File: src/rtl/pipe_hazard_ctrl.sv
// Stall/flush scheduler for the 5-stage pipeline: load-use, mul/div occupancy, dmem handshake.
// Optional HAZARD_PERF_CNT_EN adds saturating per-cause stall cycle counters.
module pipe_hazard_ctrl #(
    parameter int unsigned MD_LATENCY = 4,
    parameter int unsigned TIMEOUT    = 16
) (
    input  logic        clk,
    input  logic        rst,
    input  logic [4:0]  id_rs_i,
    input  logic [4:0]  id_rt_i,
    input  logic        id_uses_rt_i,
    input  logic        id_branch_taken_i,
    input  logic [4:0]  ex_rd_i,
    input  logic        ex_mem_r_i,
    input  logic        ex_w_reg_ena_i,
    input  logic        ex_md_start_i,
    input  logic        mem_access_i,
    input  logic        dmem_ack_i,
    output logic        stall_pc_o,
    output logic        stall_if_id_o,
    output logic        clear_if_id_o,
    output logic        stall_id_ex_o,
    output logic        clear_id_ex_o,
    output logic        stall_ex_mem_o,
    output logic        clear_ex_mem_o,
    output logic        clear_mem_wb_o,
    output logic        dmem_req_o,
    output logic        dmem_timeout_o
`ifdef HAZARD_PERF_CNT_EN
    ,
    output logic [31:0] perf_mem_stall_o,
    output logic [31:0] perf_md_stall_o,
    output logic [31:0] perf_lu_stall_o
`endif
);

    localparam int unsigned WW  = (TIMEOUT > 2) ? $clog2(TIMEOUT) : 1;
    localparam int unsigned MDW = (MD_LATENCY > 1) ? $clog2(MD_LATENCY) : 1;
    localparam logic [WW-1:0]  WAIT_LAST = WW'(TIMEOUT - 1);
    localparam logic [MDW-1:0] MD_LOAD   = MDW'(MD_LATENCY - 1);

    typedef enum logic {MIdle, MWait} mem_state_e;
    typedef enum logic {MdIdle, MdBusy} md_state_e;

    mem_state_e     mem_state_q, mem_state_d;
    md_state_e      md_state_q, md_state_d;
    logic [WW-1:0]  wait_cnt_q, wait_cnt_d;
    logic [MDW-1:0] md_cnt_q, md_cnt_d;

    logic mem_stall;
    logic md_stall;
    logic lu;
    logic timeout;

    // Memory handshake FSM
    always_comb begin
        mem_state_d = mem_state_q;
        wait_cnt_d  = wait_cnt_q;
        mem_stall   = 1'b0;
        timeout     = 1'b0;
        case (mem_state_q)
            MIdle: begin
                if (mem_access_i) begin
                    mem_stall   = 1'b1;
                    mem_state_d = MWait;
                    wait_cnt_d  = '0;
                end
            end
            MWait: begin
                if (dmem_ack_i) begin
                    mem_state_d = MIdle;
                end else if (wait_cnt_q == WAIT_LAST) begin
                    timeout     = 1'b1;
                    mem_state_d = MIdle;
                end else begin
                    mem_stall  = 1'b1;
                    wait_cnt_d = wait_cnt_q + 1'b1;
                end
            end
            default: mem_state_d = MIdle;
        endcase
    end

    // Mul/div occupancy FSM; release waits for any memory stall to clear
    always_comb begin
        md_state_d = md_state_q;
        md_cnt_d   = md_cnt_q;
        md_stall   = 1'b0;
        case (md_state_q)
            MdIdle: begin
                if (ex_md_start_i) begin
                    md_stall   = 1'b1;
                    md_cnt_d   = MD_LOAD;
                    md_state_d = MdBusy;
                end
            end
            MdBusy: begin
                if (md_cnt_q != '0) begin
                    md_stall = 1'b1;
                    md_cnt_d = md_cnt_q - 1'b1;
                end else if (mem_stall) begin
                    md_stall = 1'b1;
                end else begin
                    md_state_d = MdIdle;
                end
            end
            default: md_state_d = MdIdle;
        endcase
    end

    assign lu = ex_mem_r_i & ex_w_reg_ena_i & (ex_rd_i != 5'd0) &
                ((ex_rd_i == id_rs_i) | (id_uses_rt_i & (ex_rd_i == id_rt_i)));

    always_comb begin
        stall_pc_o     = 1'b0;
        stall_if_id_o  = 1'b0;
        clear_if_id_o  = 1'b0;
        stall_id_ex_o  = 1'b0;
        clear_id_ex_o  = 1'b0;
        stall_ex_mem_o = 1'b0;
        clear_ex_mem_o = 1'b0;
        clear_mem_wb_o = 1'b0;
        dmem_req_o     = 1'b0;
        dmem_timeout_o = 1'b0;
        if (rst) begin
            dmem_req_o     = (mem_state_q == MWait);
            dmem_timeout_o = timeout;
            clear_mem_wb_o = timeout;
            if (mem_stall) begin
                stall_pc_o     = 1'b1;
                stall_if_id_o  = 1'b1;
                stall_id_ex_o  = 1'b1;
                stall_ex_mem_o = 1'b1;
                clear_mem_wb_o = 1'b1;
            end else if (md_stall) begin
                stall_pc_o     = 1'b1;
                stall_if_id_o  = 1'b1;
                stall_id_ex_o  = 1'b1;
                clear_ex_mem_o = 1'b1;
            end else if (lu) begin
                stall_pc_o    = 1'b1;
                stall_if_id_o = 1'b1;
                clear_id_ex_o = 1'b1;
            end else if (id_branch_taken_i) begin
                clear_if_id_o = 1'b1;
            end
        end
    end

    always_ff @(posedge clk) begin
        if (!rst) begin
            mem_state_q <= MIdle;
            md_state_q  <= MdIdle;
            wait_cnt_q  <= '0;
            md_cnt_q    <= '0;
        end else begin
            mem_state_q <= mem_state_d;
            md_state_q  <= md_state_d;
            wait_cnt_q  <= wait_cnt_d;
            md_cnt_q    <= md_cnt_d;
        end
    end

`ifdef HAZARD_PERF_CNT_EN
    logic [31:0] perf_mem_q, perf_md_q, perf_lu_q;
    logic        cause_md, cause_lu;

    assign cause_md = md_stall & ~mem_stall;
    assign cause_lu = lu & ~md_stall & ~mem_stall;

    always_ff @(posedge clk) begin
        if (!rst) begin
            perf_mem_q <= '0;
            perf_md_q  <= '0;
            perf_lu_q  <= '0;
        end else begin
            if (mem_stall && perf_mem_q != 32'hFFFF_FFFF) perf_mem_q <= perf_mem_q + 32'd1;
            if (cause_md && perf_md_q != 32'hFFFF_FFFF)   perf_md_q  <= perf_md_q + 32'd1;
            if (cause_lu && perf_lu_q != 32'hFFFF_FFFF)   perf_lu_q  <= perf_lu_q + 32'd1;
        end
    end

    assign perf_mem_stall_o = rst ? perf_mem_q : 32'd0;
    assign perf_md_stall_o  = rst ? perf_md_q  : 32'd0;
    assign perf_lu_stall_o  = rst ? perf_lu_q  : 32'd0;
`endif

endmodule

File: config.mk
export PLATFORM = sky130hd
export DESIGN_NAME = pipe_hazard_ctrl
export DESIGN_NICKNAME = d
export VERILOG_FILES = /design/src/rtl/pipe_hazard_ctrl.sv
export SDC_FILE = /design/constraint.sdc
export NUM_CORES = 1
export LEC_CHECK = 0
export CORE_MARGIN = 1
export CORE_UTILIZATION = 37
export DETAILED_ROUTE_END_ITERATION = 8
export HOLD_SLACK_MARGIN = 0.08
export PLACE_DENSITY = 0.78
export SETUP_SLACK_MARGIN = 0.05
export SYNTH_ARGS = -nofsm -noshare
export SYNTH_HDL_FRONTEND = slang
export SYNTH_SLANG_ARGS = --single-unit
File: constraint.sdc
create_clock -name clk -period 2.3 [get_ports clk]
set_input_delay 0.345 -clock clk [delete_from_list [all_inputs] [get_ports clk]]
set_output_delay 0.345 -clock clk [all_outputs]
set_load 0.02 [all_outputs]
=== Word level (Yosys, flattened, before mapping) ===
Index checks and enable logic that the tools add are counted.

* Register bits: 8
* Input bits: 24
* Output and inout bits: 10
* Logic and storage cells: 65

* $add $sub $neg: 2
* Eq/ne operators: 8
* Multiplexer cells: 40
* Bitwise operators: 7
* Reduce and logical (&&, ||, !) cells: 4

{| class="wikitable"
|+ Operators with widths
! operator !! count
|-
| $mux W1 || 31
|-
| $mux W4 || 3
|-
| $eq A5 B5 Y1 || 2
|-
| $ne A2 B2 Y1 const B || 4
|-
| $pmux W4 S2 || 1
|-
| $reduce_bool A5 Y1 || 1
|-
| $add A4 B1 Y4 const B || 1
|-
| $and A1 B1 Y1 || 4
|-
| $eq A4 B4 Y1 const B || 1
|-
| $mux W2 || 2
|-
| $pmux W1 S2 || 2
|-
| $pmux W2 S2 || 1
|-
| $reduce_and A3 Y1 || 1
|-
| $ne A2 B1 Y1 const B || 1
|-
| $not A1 Y1 || 2
|-
| $reduce_and A2 Y1 || 1
|-
| $reduce_bool A2 Y1 || 1
|-
| $sub A2 B1 Y2 const B || 1
|-
| $or A1 B1 Y1 || 1
|}

=== Longest topological paths before layout ===
Gate-level depths: netlist of the first run.

* Depth after elaboration: 10
* Gate-level depth with buffers: 7

=== Worst setup path before layout of the first run ===
Ideal clock, no wire load.

* Kind: register to output
* Start point: reg wait_cnt_q[0]
* End point: out stall_pc_o
* Arrival time: 1.825 ns
* Setup slack: 0.130 ns
* Cell stages (with the launch flop): 7
* Path buffers: 1
* Cell sequence: dfxtp_1 -> ha_1 -> and3_4 -> o21ai_0 -> o21a_1 -> o21bai_1 -> buf_4

* Longest elaborated chain between the ends: 10

{| class="wikitable"
|+ RTL lines
! item !! line !! RTL
|-
| from (decl) || 47 || <nowiki>logic [WW-1:0] wait_cnt_q, wait_cnt_d;</nowiki>
|-
| from (signal assigned) || 159 || <nowiki>wait_cnt_q <= wait_cnt_d;</nowiki>
|-
| $eq A4 B4 Y1 * || 72 || <nowiki>end else if (wait_cnt_q == WAIT_LAST) begin</nowiki>
|-
| $mux W1 * || 72 ||
|-
| $mux W1 * || 70 || <nowiki>if (dmem_ack_i) begin</nowiki>
|-
| $pmux W1 S2 * || 61 || <nowiki>case (mem_state_q)</nowiki>
|-
| $mux W1 || 101 || <nowiki>end else if (mem_stall) begin</nowiki>
|-
| $mux W1 || 98 || <nowiki>if (md_cnt_q != '0) begin</nowiki>
|-
| $pmux W1 S2 || 89 || <nowiki>case (md_state_q)</nowiki>
|-
| $mux W1 || -- ||
|-
| $mux W1 * (2 in a row) || -- ||
|-
| to (decl) || 19 || <nowiki>output logic stall_pc_o,</nowiki>
|}

Every way passes the cells marked *; elsewhere a longest branch is shown, timed or not.

=== Final worst setup path of the first run ===
* Start point: in id_rt_i[0]
* End point: out clear_if_id_o

* Longest elaborated chain between the ends: 8

{| class="wikitable"
|+ RTL lines
! item !! line !! RTL
|-
| from (decl) || 10 || <nowiki>input logic [4:0] id_rt_i,</nowiki>
|-
| $eq A5 B5 Y1 || 112 || <nowiki>((ex_rd_i == id_rs_i) | (id_uses_rt_i & (ex_rd_i == id_rt_i)));</nowiki>
|-
| $and A1 B1 Y1 || 112 ||
|-
| $or A1 B1 Y1 || 112 ||
|-
| $and A1 B1 Y1 || 111 || <nowiki>assign lu = ex_mem_r_i & ex_w_reg_ena_i & (ex_rd_i != 5'd0) &</nowiki>
|-
| $mux W1 || 140 || <nowiki>end else if (lu) begin</nowiki>
|-
| $mux W1 || 135 || <nowiki>end else if (md_stall) begin</nowiki>
|-
| $mux W1 || 129 || <nowiki>if (mem_stall) begin</nowiki>
|-
| $mux W1 || 125 || <nowiki>if (rst) begin</nowiki>
|-
| to (decl) || 21 || <nowiki>output logic clear_if_id_o,</nowiki>
|}

No other way between the ends.

==> run summary, run 1 <==
Status: finished, final reports clean
Final setup vio count: 0
Slew HR: 0.807
Fmax: 439 MHz
Vias per inst: 5.09
Total detailed-routing wirelength: 1560 um
CP Class: in2out
Overall die area: 0.00180 sq mm
# DRC: 0
Clk sinks: 8
Syn Inst Count: 73
Non-Filler Cell Area, Final: 0.00107 sq mm
Distinct cells, synth: 32
Compound-Gate Fraction of Synth Area: 0.211
Worst-path fanout max: 2
CP required: 1.96 ns
Hold buffer count at CTS: 0
Remaining Overflow, GRT: 0
Gpl congestion: 0.757
Highest metal used: met3
First-pass GRT wire length: 2600 um
Post-synth EDFFs: 0
Cell Area, Placed: 0.00106 sq mm
Vias in the first global route: 676
Met3 Wirelength: 86 um
Asr flop ratio synth: 0
Fin crit share: 0.992
Cell Chain, Critical Path: clkdlybuf4s50_1 -> xor2_1 -> nor4_1 -> a32oi_1 -> buf_4 -> o2111a_1 -> buf_2
Worst Path Arrival: 1.94 ns
Clock tree buffer depth: 2
Iter 0 DRT Violations: 9
Final worst path period need: 2.28 ns
Dpl hpwl: 1360 um
IO Count: 34
Starting Density: 0.397
Root buffer cell: clkbuf_4
Avg Cell Area, Syn: 8.28 sq um
Antenna viol nets, final: 0
Largest net degree at the start of global routing: 8
Ys Warns: 0
Fraction of the mapped netlist area in simple logic gates: 0.294
Post-synthesis sequential area ratio: 0.265
Worst-margin pin slew: 0.286 ns
Met2 wire length: 906 um
Worst setup SP type: input port
CTS buffer count: 3
Via count: 713
Area delta synth->final: 77.0%
Most area-hungry cell type in the Yosys netlist: dfxtp_1
H-tree depth: 1
Worst-Skew Late Latency: 0.25 ns
Initial antenna violation count: 0
Final slew viol count: 0
Layout Skew: 0.00299 ns
CP Capture Type: output pin
P_leak: 0.527 nW
Top-count cell post-synth: xor2_1
Setup TNS: 0 ns
Final Util: 0.702
Antenna diodes: 0
Row Count: 14
Clk slew on worst S/H paths: 0.05 ns
Synth Net Count: 99
Commonest cells post-synth: xor2_1 (9), dfxtp_1 (8)
Post-synthesis adder-cell area fraction: 0.0414
Die H: 42.4 um
Multiplexer share of the synthesized area: 0
Gr usage total: 0.188
Port Buffers: 33
Max cap viols: 0
Post-synth top area share: 0.265
Wire length per cell: 11.1 um
Synth Register Bits: 8
Pwr Total: 0.427 mW
P per Cell Area: 399 mW/mm^2
RSZ-0062 raised after global routing: true
Hold Fails Final Rpt: 0
Final Instance Count excl. Fillers: 140
Core area: 0.00152 sq mm
Synth area leaders: dfxtp_1 (27%), xor2_1 (13%), ha_1 (4.1%)
Max incr delay on CP: 0.42 ns
Layout cells sized above 1: 0.242
Post-placement cell count: 136
Xor/xnor cell area share of the yosys netlist: 0.145
Post-Syn Area: 604 sq um
Largest family of logic cells by synthesized area: simple AND/OR/NAND/NOR gates
Hold Crit Class: reg2reg
M1 WL: 567 um
DRT Pass-1 Iters: 4
Worst-path cell with the longest stage delay: clkdlybuf4s50_1
Top_reg_cell synth: dfxtp_1
Worst vdd ir: 0.194 mV
Fin nets: 152
Die Wd: 42.4 um
CTS tree: built
[power by group]
part	internal, mW	total, mW	switching (mW)
registers	0.148	0.154	0.00582
clock network	0.0595	0.104	0.0440
logic	0.0973	0.169	0.0721
[critical path: cells and delay by family]
| family | cells | cell delay [ns] |
|---|---|---|
| AO/OA/AOI/OAI | 2 | 0.39 |
| XOR/XNOR | 1 | 0.15 |
| buffers and inverters | 3 | 0.74 |
| AND/OR/NAND/NOR | 1 | 0.31 |
[per-layer routing]
metal | GRT usage | vias up
met5 | 0 | -
met4 | 0.0750 | 0
met3 | 0.0302 | 0
met2 | 0.369 | 33
met1 | 0.192 | 317
li1 | - | 363
[sequential cells by signal (all words and copies together) (netlist names)]
register,flops
wait_cnt_q,4
md_cnt_q,2
mem_state_q,1
md_state_q,1
[kinds of logic (layout without fill, tap and decap cells)]
group / after synthesis / after routing
buffers and inverters: 6 / 57
AOI/OAI and AO/OA: 17 / 17
adders and majority gates: 2 / 2
and+or+nand+nor: 30 / 30
xor gates and xnor gates: 10 / 10
DFF: 8 / 8
[stage by stage]
stage | setup WS (ns) | hold WS, ns
floorplan | 0.130 | 0.457
global placement | -0.337 | 0.474
detailed placement | -0.366 | 0.483
CTS | 0.0588 | 0.490
global route | 0.0270 | 0.512
finish | 0.0195 | 0.483
[final timing paths]
check	from	endpoint	slack, ns	depth (start not counted)
max	id_rt_i[0]	clear_if_id_o	0.02	7
min	wait_cnt_q[3]	wait_cnt_q[3]	0.48	2
max reg2reg	wait_cnt_q[0]	wait_cnt_q[3]	0.58	7
min reg2reg	wait_cnt_q[3]	wait_cnt_q[3]	0.48	2
[placed cells by master (no fill, tap or decap), types with 3 or more instances in the layout]
cell type,netlist,layout
clkdlybuf4s50_1,0,19
buf_4,1,17
xor2_1,9,9
dfxtp_1,8,8
inv_1,4,4
nor2b_1,4,4
nor2_1,4,4
nand2_1,4,4
a21oi_1,4,4
dlymetal6s2s_1,0,4
buf_2,0,4
and2_1,3,3
o21ai_0,3,3
nor3_1,3,3
clkbuf_4,0,3
dlygate4sd2_1,0,3
[cell type report]
class / count / area (sq um)
sequential: 8 / 160
timing repair buffer: 50 / 434
inverter: 4 / 15.0
tap: 16 / 20.0
clock buffer: 3 / 22.5
fill: 138 / 454
multi-input combinational: 59 / 418
[timing repair]
| item | 4_1_cts | 5_1_grt |
|---|---|---|
| pin swaps | 3 | 3 |
| gates resized for setup | 22 | 9 |
| endpoints found under the setup margin | 8 | 7 |
| buffers inserted | 1 | 0 |
Note: power is estimated with default switching activity, not from simulation.
==> run 2: changes to the inputs <==
- CORE_MARGIN: 1 -> default
==> results of run 2 <==
Same layout as run 1: the final DEF is identical, and so are final timing and power.
